==> src/rtl/iis_sync_fifo.sv <==
// Single-clock sample FIFO for the IIS audio path: configurable width/depth,
// standard or first-word-fall-through read, live fill level, sticky error flags.
module iis_sync_fifo #(
  parameter int data_width = 16,
  parameter int addr_width = 3,
  parameter int data_depth = 8,
  parameter int fwft       = 0
) (
  input  logic                  clk,
  input  logic                  rst,
  input  logic                  flush,
  input  logic                  wr_en,
  input  logic [data_width-1:0] din,
  input  logic                  rd_en,
  output logic [data_width-1:0] dout,
  output logic                  valid,
  output logic                  full,
  output logic                  empty,
  input  logic [addr_width:0]   almost_full_thr,
  input  logic [addr_width:0]   almost_empty_thr,
  output logic                  almost_full,
  output logic                  almost_empty,
  output logic [addr_width:0]   level,
  output logic                  overflow,
  output logic                  underflow
);

  localparam int lw = addr_width + 1;

  logic [data_width-1:0] mem_q [data_depth];
  logic [addr_width-1:0] wr_ptr_q, wr_ptr_d;
  logic [addr_width-1:0] rd_ptr_q, rd_ptr_d;
  logic [lw-1:0]         level_q, level_d;
  logic                  overflow_q, overflow_d;
  logic                  underflow_q, underflow_d;
  logic                  wa, ra;

  // Flags decode from the registered level, so acceptance always sees pre-edge state.
  assign full         = (level_q == lw'(data_depth));
  assign empty        = (level_q == '0);
  assign almost_full  = (level_q >= almost_full_thr);
  assign almost_empty = (level_q <= almost_empty_thr);
  assign level        = level_q;
  assign overflow     = overflow_q;
  assign underflow    = underflow_q;

  assign wa = wr_en & ~full;
  assign ra = rd_en & ((fwft != 0) ? valid : ~empty);

  always_comb begin
    // NOTE: every output of this block gets a default first, so no path can infer a latch.
    wr_ptr_d    = wr_ptr_q;
    rd_ptr_d    = rd_ptr_q;
    level_d     = level_q;
    overflow_d  = overflow_q | (wr_en & full);
    underflow_d = underflow_q | (rd_en & empty);
    if (flush) begin
      wr_ptr_d    = '0;
      rd_ptr_d    = '0;
      level_d     = '0;
      overflow_d  = 1'b0;
      underflow_d = 1'b0;
    end else begin
      if (wa) wr_ptr_d = wr_ptr_q + addr_width'(1);
      if (ra) rd_ptr_d = rd_ptr_q + addr_width'(1);
      case ({wa, ra})
        2'b10:   level_d = level_q + lw'(1);
        2'b01:   level_d = level_q - lw'(1);
        default: level_d = level_q;
      endcase
    end
  end

  always_ff @(posedge clk or posedge rst) begin
    // NOTE: state registers use non-blocking assignments so all flops update together at the edge.
    if (rst) begin
      wr_ptr_q    <= '0;
      rd_ptr_q    <= '0;
      level_q     <= '0;
      overflow_q  <= 1'b0;
      underflow_q <= 1'b0;
    end else begin
      wr_ptr_q    <= wr_ptr_d;
      rd_ptr_q    <= rd_ptr_d;
      level_q     <= level_d;
      overflow_q  <= overflow_d;
      underflow_q <= underflow_d;
    end
  end

  // NOTE: the sample array has no reset; level/pointers guard every read, so stale contents are never exposed.
  always_ff @(posedge clk) begin
    if (wa && !flush) mem_q[wr_ptr_q] <= din;
  end

  if (fwft != 0) begin : g_fwft
    assign valid = ~empty;
    assign dout  = empty ? '0 : mem_q[rd_ptr_q];
  end else begin : g_std
    logic [data_width-1:0] dout_q;
    logic                  valid_q;

    always_ff @(posedge clk or posedge rst) begin
      if (rst) begin
        dout_q  <= '0;
        valid_q <= 1'b0;
      end else if (flush) begin
        valid_q <= 1'b0;
      end else begin
        valid_q <= ra;
        if (ra) dout_q <= mem_q[rd_ptr_q];
      end
    end

    assign valid = valid_q;
    assign dout  = dout_q;
  end

endmodule

==> config.mk <==
export PLATFORM = sky130hd
export DESIGN_NAME = iis_sync_fifo
export DESIGN_NICKNAME = d
export VERILOG_FILES = /design/src/rtl/iis_sync_fifo.sv
export SDC_FILE = /design/constraint.sdc
export NUM_CORES = 1
export LEC_CHECK = 0
export ABC_AREA = 1
export CORE_MARGIN = 5
export CORE_UTILIZATION = 42
export DETAILED_ROUTE_END_ITERATION = 12
export PLACE_DENSITY = 0.65
export SETUP_SLACK_MARGIN = 0.02
export SLEW_MARGIN = 20
export SYNTH_ARGS = -nofsm -noshare
export SYNTH_HDL_FRONTEND = slang
export SYNTH_SLANG_ARGS = --single-unit
export TNS_END_PERCENT = 10
==> constraint.sdc <==
create_clock -name clk -period 6 [get_ports clk]
set_clock_uncertainty 0.1 [all_clocks]
set_input_delay 1.2 -clock clk [delete_from_list [all_inputs] [get_ports clk]]
set_output_delay 1.2 -clock clk [all_outputs]
set_load 0.1 [all_outputs]
# Yosys cells after proc, flatten, opt, wreduce, memory -nomap -nowiden
# Memory sizes are Yosys's and may differ from the RTL's. A register that Yosys moved wholly into a read port is not among the register bits.
# Index checks and enable logic that the tools add are counted.
[totals] ff_bits=13 ramBits=128 inputBits=29 out_inout_bits=27 word_cells=43 mem_count=1
[mem_list] name="mem_q" words=8 word_bits=16 rd=1 rd_ports_with_merged_regs=1 write_ports=1 line_no="30" text="logic [data_width-1:0] mem_q [data_depth];"
[classes] n_addsub=4 magnitude_cmp=2 n_eq_ne=3 mux=11 bitwise_logic=9 n_reduce_logical=7
[ops] cell="two-way mux 3 bit" count=4
[ops] cell="case mux 4 bit (2 select lines)" count=1
[ops] cell="adder 3 x 1 -> 3 bit, second input constant" count=2
[ops] cell="two-way mux 1 bit" count=5
[ops] cell="adder 4 x 1 -> 4 bit, second input constant" count=1
[ops] cell="AND 1 bit" count=4
[ops] cell="equality test 4 bit, second input constant" count=1
[ops] cell=">= comparator 4 bit" count=1
[ops] cell="<= comparator 4 bit" count=1
[ops] cell="zero test 4 bit" count=1
[ops] cell="two-way mux 4 bit" count=1
[ops] cell="nonzero test 2 bit" count=2
[ops] cell="subtractor 4 x 1 -> 4 bit, second input constant" count=1
[ops] cell="NOT 1 bit" count=3
[ops] cell="nonzero test 3 bit" count=1
[ops] cell="equality test 2 x 1 -> 1 bit, second input constant" count=1
[ops] cell="equality test 2 bit, second input constant" count=1
[ops] cell="OR 1 bit" count=2
[ops] cell="AND reduction 2 bit" count=1
[ops] cell="logical AND 1 bit" count=1
[ops] cell="zero test 1 bit" count=1

# Logic depth before layout (Yosys ltp)
# Gate-level depths: netlist of run 1.
[logic_depth] ltp_word=6 depth_mapped=14 depth_no_buf=14

# Worst setup path after synthesis of run 1
# OpenSTA, ideal clock, no wires.
[synth_timing] path_type="reg-to-output" startpoint="register level_q[0] (netlist: level[0])" endpoint="output almost_empty" arrival_ns=3.677 required_ns=4.700 slack_ns=1.023 path_stages_with_launch=5 n_path_buf=0 path_cell_list="dfrtp_1 -> inv_1 -> ha_1 -> nand2_1 -> o21ai_0"
[synth_via] elab_chain_cells=1
[synth_rtl] element="from (decl)" line_no="33" text="logic [lw-1:0] level_q, level_d;"
[synth_rtl] element="from (signal assigned)" line_no="85" text="level_q <= level_d;"
[synth_rtl] element="<= comparator 4 bit" line_no="42" text="assign almost_empty = (level_q <= almost_empty_thr);"
[synth_rtl] element="to (decl)" line_no="22" text="output logic almost_empty,"
# No other way between the ends.

# Worst setup path in the final report of run 1
[layout_timing] startpoint="input almost_full_thr[1]" endpoint="output almost_full"
[layout_via] elab_chain_cells=1
[layout_rtl] element="from (decl)" line_no="19" text="input logic [addr_width:0] almost_full_thr,"
[layout_rtl] element=">= comparator 4 bit" line_no="41" text="assign almost_full = (level_q >= almost_full_thr);"
[layout_rtl] element="to (decl)" line_no="21" text="output logic almost_full,"
# No other way between the ends.

==> flow_metrics.py, run 1 <==
metrics = {
    "logic_synthesis": {
        "synthCells": 515,
        "netlist_area_um2": 6502,
        "synth.most_common_cell": "edfxtp_1",
        "ys_types": 35,
        "synthArstFlopShare_pct": 18.47,
        "synth-seq-cells": 157,
        "synth_area_leaders": "edfxtp_1 59%, dfrtp_1 11%, o21ai_0 5.0%",
        "synth_edf_count": 128,
        "ys_warn_count": 0,
        "yosys.area.top_type": "edfxtp_1",
        "synth_top_area_share_pct": 59.11,
        "synth_common_cells": "128 x edfxtp_1, 78 x nor2_1, 65 x o21ai_0, 60 x nand2_1, 29 x dfrtp_1",
        "syn_area_per_cell_um2": 12.63,
        "ys_seq_area_share_pct": 70.27,
        "ys_dominant_reg_cell": "edfxtp_1",
        "synthesis.nets": 556,
    },
    "sta": {
        "clock.fmax_ghz": 0.2130,
        "worst_slack_ns": 1.306,
        "layout_min_cycle_time_ns": 4.694,
        "slew_headroom_pct": 27.77,
        "setup-tns-final_ns": 0,
        "setup_violations": 0,
        "min_period_over_period_pct": 78.24,
        "maxSlewViolCount": 0,
        "timing_hold_violations_final": 0,
        "rsz0062_at_grt": "no",
        "worstMarginPinSlew_ns": 1.082,
    },
    "global_routing": {
        "grt_pass1_vias": 4234,
        "grt_pass1_wl_mm": 21.94,
        "antenna_found_initial": 0,
        "grt.overflow.total": 0,
        "grt_max_degree": 67,
        "track_usage_pct": 15.91,
    },
    "power_and_ir_drop": {
        "powerDensity_nw_per_um2": 479.6,
        "leakagePower_nw": 2.901,
        "peakVddDrop_mv": 0.2952,
        "finalPower_mw": 3.726,
    },
    "floorplanning": {
        "initial_core_util_pct": 42.77,
        "die_w_um": 134.4,
        "row_count": 45,
        "io_pins": 56,
        "die_h_um": 134.4,
        "fp.coreArea_um2": 15200,
        "die_area_um2": 18070,
    },
    "layout": {
        "fin_cells": 774,
        "synthToLayoutAreaGrowth_pct": 19.47,
        "final_layout_size_suffix_gt1_share_pct": 10.92,
        "n_antenna_cell": 0,
        "nets": 617,
    },
    "clock_network": {
        "path_clk_slew_ns": 0.06,
        "clkSinkCount": 157,
        "root_buffer": "clkbuf_16",
        "ctsResizeCount": 0,
        "htree_levels": 4,
        "clockBufferDepth": 2,
        "cts_setup_buffers": 0,
        "clock_latency_ns": 0.41,
        "postCtsHoldBufs": 0,
        "cts_buffers": 17,
        "cts_tree": "yes",
    },
    "routing": {
        "ant_nets": 0,
        "drt-pass1-iter-count": 4,
        "drt-initial-drc-count": 392,
        "drc": 0,
        "wire_per_inst_um": 17.90,
        "routed_wl_mm": 13.86,
        "vias": 4137,
        "viasPerCell": 5.345,
    },
    "worst_setup_path": {
        "reg2regPathDepth": 8,
        "crit_fanout": 2,
        "critPathMaxStageDelay_ns": 1.14,
        "critPathSlowestCell": "clkdlybuf4s50_1",
        "cpLargestDelayFamily": "buffers and inverters",
        "r2r-start": "level[3]",
        "crit_type": "in2out",
        "r2r_end": "mem_q[5][7]",
        "crit_chain": "clkdlybuf4s50_1, inv_1, ha_1, inv_1, nor2_1, o211ai_1, nand3_1, clkdlybuf4s50_1",
        "critPathCaptureType": "output port",
        "cp-start-kind": "input pin",
        "r2r_slack_ns": 3.32,
        "worstPathArrival_ns": 3.39,
        "required_ns": 4.70,
        "critPathBufInv": 4,
    },
    "hold_path": {
        "hold_depth": 2,
        "hp-class": "reg2reg",
        "min_to": "dout[12]",
        "hp-start": "dout[12]",
    },
    "placed_design": {
        "place_congestion": 0.7381,
        "place_inst": 745,
        "io_buffer_count": 55,
        "place_ws_ns": 1.299,
        "dp_hpwl_mm": 8.153,
    },
    "run_status": {
        "status": "completed",
    },
    "run": {
        "drv_cap": 0,
    },
}
==> routing by layer <==
metal / global-route usage (%) / up-vias / wire length [um]
li1: - / 1974 / -
met1: 19.97 / 2016 / 5656
met2: 27.26 / 130 / 6976
met3: 3.788 / 17 / 1046
met4: 5.204 / 0 / 178
met5: 0 / - / 0
==> cell usage in the layout (no fill, tap or decap), types with 2 or more instances in the layout <==
| cell | instances |
|---|---|
| o21ai_0 | 65 |
| nand2_4 | 4 |
| edfxtp_1 | 128 |
| o21a_1 | 2 |
| nor2_2 | 2 |
| o211ai_1 | 10 |
| o211ai_2 | 7 |
| nand2_2 | 3 |
| bufinv_16 | 2 |
| o22ai_1 | 16 |
| inv_1 | 25 |
| o221ai_1 | 16 |
| nand2_1 | 60 |
| ha_1 | 12 |
| clkinv_2 | 4 |
| nor2_1 | 78 |
| clkinv_1 | 6 |
| buf_4 | 13 |
| a21oi_1 | 5 |
| clkbuf_16 | 17 |
| inv_2 | 3 |
| nand3_2 | 2 |
| nand3_1 | 4 |
| o21ai_1 | 8 |
| clkdlybuf4s50_1 | 54 |
| dfrtp_1 | 29 |
| nor2_4 | 2 |
==> logic make-up after synthesis <==
| logic type | share of synthesized area, % |
|---|---|
| compound gates | 12.93 |
| buf+inv | 4.041 |
| fa+ha+maj | 2.309 |
| xor+xnor | 0.1347 |
| simple gates | 10.31 |
| flops | 70.27 |
==> power by group <==
group          total (mW)  leakage (nW)  internal [mW]  switching [mW]
registers            1.34          1.53           1.28          0.0645
logic                1.40          1.11          0.347            1.06
clock network       0.979         0.261          0.593           0.386
==> per-stage QoR <==
stage          hold slack [ns]  area [um^2]  utilization [%]
6_report                0.3780         7769            51.10
5_1_grt                 0.3942         7769            51.10
4_1_cts                 0.3807         7769            51.10
3_5_place_dp            0.3651         7237            47.60
3_3_place_gp            0.3641         7237            47.60
2_1_floorplan           0.4496         6502                -
==> how the worst max path moves through the flow <==
stage,depth (start not counted),end,start,slack (ns)
after floorplan,4,almost_empty,level[0],1.02
after detailed placement,8,almost_full,almost_full_thr[1],1.30
after global placement,8,almost_full,almost_full_thr[1],1.33
final,8,almost_full,almost_full_thr[1],1.31
after global routing,8,almost_full,almost_full_thr[1],1.18
after CTS,8,almost_full,almost_full_thr[1],1.29
==> cell type report <==
cell class	count	area [um^2]
Clock buffer	17	425.4
Clock inverter	12	106.4
Fill cell	1277	7433
Inverter	31	123.9
Multi-Input combinational cell	302	1670
Sequential cell	157	4569
Tap cell	188	235.2
Timing Repair Buffer	67	638.1
==> flip-flops by register name, indices dropped and copies added (netlist names) <==
register and cells:
mem_q 128, level 4, valid 1, wr_ptr_q 3, dout 16, rd_ptr_q 3, underflow 1, overflow 1
==> tightest hold or removal path: stages (launching register included) <==
cell     delay (ns)
dfrtp_1        0.34
nand2_1        0.05
nand2_1        0.05
(Power assumes the default switching activity.)
==> run 2, diff against run 1 <==
- PLACE_DENSITY: 0.65 -> 0.67
- clock period: 6 -> 3.97 ns (I/O delays scaled with it)
==> flow_metrics.py, run 2 (synthesis results as in run 1) <==
metrics = {
    "run_status": {
        "status": "completed",
    },
    "hold_path": {
        "hp-class": "reg2reg",
        "min_to": "dout[12]",
        "hp-start": "dout[12]",
        "hold_depth": 2,
    },
    "clock_network": {
        "clock_latency_ns": 0.42,
        "cts_buffers": 17,
        "ctsResizeCount": 0,
        "cts_tree": "yes",
        "postCtsHoldBufs": 0,
        "htree_levels": 4,
        "cts_setup_buffers": 0,
        "root_buffer": "clkbuf_16",
        "clockBufferDepth": 2,
        "path_clk_slew_ns": 0.06,
        "clkSinkCount": 157,
    },
    "layout": {
        "design_area_um2": 7802,
        "final_layout_size_suffix_gt1_share_pct": 13.03,
        "nets": 619,
        "largest_reg_flops": 128,
        "top_register": "mem_q",
        "synthToLayoutAreaGrowth_pct": 19.99,
        "n_antenna_cell": 0,
        "final_cell_mix": "128 x edfxtp_1, 78 x nor2_1, 64 x o21ai_0",
        "final_common_cell": "edfxtp_1",
    },
    "floorplanning": {
        "row_count": 45,
        "initial_core_util_pct": 42.77,
        "die_area_um2": 18070,
        "fp.coreArea_um2": 15200,
        "die_w_um": 134.4,
        "io_pins": 56,
        "die_h_um": 134.4,
    },
    "worst_setup_path": {
        "reg2regPathDepth": 5,
        "critPathBufInv": 4,
        "cp-startpoint": "almost_full_thr[1]",
        "required_ns": 3.08,
        "cp-start-kind": "input pin",
        "r2r_slack_ns": 1.75,
        "crit_fanout": 2,
        "critPathCaptureType": "output port",
        "critPathMaxStageDelay_ns": 0.46,
        "r2r-start": "rd_ptr_q[0]",
        "crit_chain": "clkdlybuf4s50_1, inv_1, ha_1, inv_1, nor2_1, o211ai_1, nand3_1, buf_4",
        "worstPathArrival_ns": 2.20,
        "crit_type": "in2out",
        "path_common_cell": "inv_1",
        "critPathSlowestCell": "clkdlybuf4s50_1",
        "cpLargestDelayFamily": "buffers and inverters",
        "r2r_end": "dout[15]",
    },
    "global_routing": {
        "track_usage_pct": 16.38,
        "grt_busiest_layer": "met2",
        "grt_pass1_wl_mm": 22.44,
        "antenna_found_initial": 0,
        "grt_max_degree": 67,
        "grt_pass1_vias": 4172,
        "grt.overflow.total": 0,
        "gr-usage-met2_pct": 26.98,
        "use_met1_pct": 20.91,
        "use_met3_pct": 4.389,
    },
    "routing": {
        "drc": 0,
        "routed_wl_mm": 14.15,
        "vias": 4150,
        "drt-pass1-iter-count": 4,
        "viasPerCell": 5.327,
        "ant_nets": 0,
        "drt-initial-drc-count": 297,
        "wire_per_inst_um": 18.17,
    },
    "sta": {
        "layout_min_cycle_time_ns": 3.095,
        "clock.fmax_ghz": 0.3231,
        "worst_slack_ns": 0.8752,
        "worstMarginPinSlew_ns": 1.002,
        "maxSlewViolCount": 0,
        "min_period_over_period_pct": 77.96,
        "setup-tns-final_ns": 0,
        "timing_hold_violations_final": 0,
        "fin_hold_ws_ns": 0.3779,
        "rsz0062_at_grt": "no",
        "slew_headroom_pct": 33.01,
        "setup_violations": 0,
    },
    "power_and_ir_drop": {
        "peakVddDrop_mv": 0.3828,
        "leakagePower_nw": 2.925,
        "finalPower_mw": 5.630,
        "powerDensity_nw_per_um2": 721.6,
    },
    "placed_design": {
        "place_ws_ns": 0.8740,
        "dp_hpwl_mm": 8.327,
        "io_buffer_count": 55,
        "place_congestion": 0.7910,
        "place_area_um2": 7257,
    },
    "run": {
        "drv_cap": 0,
    },
}
run 2: cell types whose count changed in the layout (fill, tap and decap cells not counted), sizes merged:
| cell | change |
|---|---|
| clkbuf | +2 |
| clkinvlp | +2 |
| buf | +5 |
| inv | +1 |
| clkdlybuf4s50 | -3 |
| bufinv | -2 |
run 2: area by class of cell:
class / count / area (um^2)
sequential: 157 / 4569
inverter: 31 / 125.1
fill: 1266 / 7400
multi-input combinational: 302 / 1670
timing repair buffer: 69 / 658.1
clock inverter: 13 / 91.34
clock buffer: 19 / 452.9
tap: 188 / 235.2
run 2: routing by layer:
layer | up-vias | share of wire, %
met2 | 143 | 49
li1 | 1989 | -
met4 | 0 | 1.5
met5 | - | 0
met3 | 17 | 7.5
met1 | 2001 | 42
run 2: how the worst max path moves through the flow:
stage                              end  slack (ns)  cells past startpoint
after floorplan           almost_empty        0.16                      4
after global placement    almost_empty        0.90                      9
after detailed placement  almost_empty        0.87                      9
after CTS                  almost_full        0.87                      8
after global routing       almost_full        0.76                      8
final                      almost_full        0.88                      8
run 2: per-stage QoR:
step	std cells	utilization (%)
global route	779	51.33
global placement	747	47.74
floorplan	515	-
finish	779	51.33
detailed placement	747	47.74
CTS	779	51.32
run 2: tightest hold or removal path, cell delays in order, from the launching register on:
cell and delay, ns:
dfrtp_1 0.34, nand2_1 0.06, nand2_1 0.05
run 2: report_power, final:
part           leakage [nW]  switching [mW]  total, mW  internal (mW)
Clock                 0.265           0.627       1.46          0.831
Combinational          1.13            1.61       2.14          0.535
Sequential             1.53          0.0994       2.03           1.93
Total                  2.93            2.33       5.63           3.30
==> run 3, diff against run 2 <==
- clock period: 3.97 -> 2.6 ns (I/O delays scaled with it)
==> flow_metrics.py, run 3 (synthesis results as in run 1) <==
metrics = {
    "clock_network": {
        "cts_buffers": 17,
        "clkSinkCount": 157,
        "clock_latency_ns": 0.42,
        "cts_tree": "yes",
        "path_clk_slew_ns": 0.06,
        "postCtsHoldBufs": 0,
        "ctsResizeCount": 0,
        "root_buffer": "clkbuf_16",
        "cts_setup_buffers": 0,
        "clockBufferDepth": 2,
        "htree_levels": 4,
    },
    "layout": {
        "final_cell_mix": "128 x edfxtp_1, 78 x nor2_1, 64 x o21ai_0",
        "multi_input_area_um2": 1699,
        "n_antenna_cell": 0,
        "nets": 629,
        "synthToLayoutAreaGrowth_pct": 22.55,
        "top_register": "mem_q",
        "fillers": 1251,
        "largest_reg_flops": 128,
        "final_layout_size_suffix_gt1_share_pct": 18.97,
        "final_common_cell": "edfxtp_1",
        "seq_area_um2": 4574,
    },
    "power_and_ir_drop": {
        "finalPower_mw": 8.767,
        "peakVddDrop_mv": 0.6928,
        "p_sw_mw": 3.550,
        "clkPwrFrac_pct": 26.4,
        "leakagePower_nw": 3.040,
        "p_sw_share_pct": 40.49,
        "powerDensity_nw_per_um2": 1100,
        "cellInternalPower_mw": 5.217,
        "combPwrFrac_pct": 38.2,
        "pwr-share-seq_pct": 35.4,
    },
    "floorplanning": {
        "die_h_um": 134.4,
        "initial_core_util_pct": 42.77,
        "die_area_um2": 18070,
        "row_count": 45,
        "fp.coreArea_um2": 15200,
        "die_w_um": 134.4,
        "io_pins": 56,
    },
    "sta": {
        "setup-tns-final_ns": 0,
        "rsz0062_at_grt": "no",
        "clock.fmax_ghz": 0.3999,
        "maxSlewViolCount": 0,
        "worstMarginPinSlew_ns": 0.4241,
        "layout_min_cycle_time_ns": 2.501,
        "setup_violations": 0,
        "slew_headroom_pct": 71.73,
        "worst_slack_ns": 0.09909,
        "timing_hold_violations_final": 0,
        "min_period_over_period_pct": 96.19,
    },
    "worst_setup_path": {
        "path_common_cell": "inv_1",
        "crit_type": "in2out",
        "critPathMaxStageDelay_ns": 0.46,
        "cp-start-kind": "input pin",
        "crit_chain": "clkdlybuf4s50_1, inv_1, ha_1, inv_1, nor2_1, o21bai_1, nand2_1, o21ai_4, buf_12",
        "critPathSlowestCell": "clkdlybuf4s50_1",
        "required_ns": 1.98,
        "critPathCaptureType": "output port",
        "worstPathArrival_ns": 1.88,
        "crit_fanout": 2,
    },
    "routing": {
        "drt-initial-drc-count": 361,
        "routed_wl_mm": 13.99,
        "ant_nets": 0,
        "drc": 0,
        "wire_per_inst_um": 17.74,
        "vias": 4171,
        "viasPerCell": 5.286,
        "drt-pass1-iter-count": 5,
    },
    "global_routing": {
        "grt_pass1_vias": 4281,
        "grt_pass1_wl_mm": 22.41,
        "grt_max_degree": 44,
        "track_usage_pct": 16.42,
        "antenna_found_initial": 0,
        "grt.overflow.total": 0,
    },
    "placed_design": {
        "place_ws_ns": 0.09852,
        "dp_hpwl_mm": 8.694,
        "place_congestion": 0.8210,
        "io_buffer_count": 55,
    },
    "run": {
        "drv_cap": 0,
    },
    "hold_path": {
        "hp-class": "reg2reg",
    },
    "run_status": {
        "status": "completed",
    },
}
==> run 3: cell count changes in the layout (fill, tap and decap cells not counted), moves of 4 or more <==
cell / previous run / this run
buf_4: 17 / 42
dfrtp_2: 0 / 4
dfrtp_1: 29 / 25
clkdlybuf4s50_1: 51 / 27
buf_12: 1 / 9
==> run 3: per-stage QoR <==
stage / instances / util [%] / area [um^2] / hold WS [ns]
final: 789 / 52.42 / 7969 / 0.3775
after global routing: 789 / 52.42 / 7969 / 0.4066
after CTS: 789 / 52.32 / 7954 / 0.3834
after detailed placement: 757 / 48.65 / 7396 / 0.3677
after global placement: 757 / 48.65 / 7396 / 0.3674
after floorplan: 515 / - / 6524 / 0.4496
==> run 3: area by class of cell <==
cell class,instances,area share (%)
clock inverter,13,1.570
multi-input combinational,302,21.32
sequential,157,57.40
tap,188,2.952
timing repair buffer,79,9.766
inverter,31,1.554
clock buffer,19,5.433
==> run 3: final timing paths <==
| check | start | endpoint | slack (ns) | cells past startpoint |
|---|---|---|---|---|
| worst min register to register | dout[12] | dout[12] | 0.38 | 2 |
| min in group asynchronous | rst | dout[0] | 0.39 | 3 |
| max in group asynchronous | rst | level[1] | 1.67 | 3 |
| worst max-delay path | almost_empty_thr[1] | almost_empty | 0.1 | 9 |
| worst max register to register | level[3] | mem_q[4][8] | 0.56 | 8 |
| worst min-delay path | dout[12] | dout[12] | 0.38 | 2 |
==> run 3: power by group through the flow <==
stage               registers [mW]  clock network (mW)  logic, mW
floorplan                     4.22                   0       1.47
global placement              3.15                   0       3.30
detailed placement            3.16                   0       3.36
CTS                           3.11                2.37       3.37
global route                  3.13                2.47       3.59
finish                        3.10                2.32       3.35
==> run 3: routing by layer <==
| layer | up-vias | track usage, % | part of all wire, % |
|---|---|---|---|
| met5 | - | 0 | 0 |
| met2 | 146 | 27.57 | 51 |
| li1 | 2006 | - | - |
| met3 | 7 | 4.501 | 7.2 |
| met1 | 2012 | 20.70 | 41 |
| met4 | 0 | 5.373 | 0.73 |
==> run 3: worst max-delay path, delay by kind of cell <==
kind	cells	cell delay, ns
adder cells (fa/ha/maj)	1	0.29
AND/OR/NAND/NOR	2	0.13
buffers and inverters	4	0.74
AO/OA/AOI/OAI	2	0.19
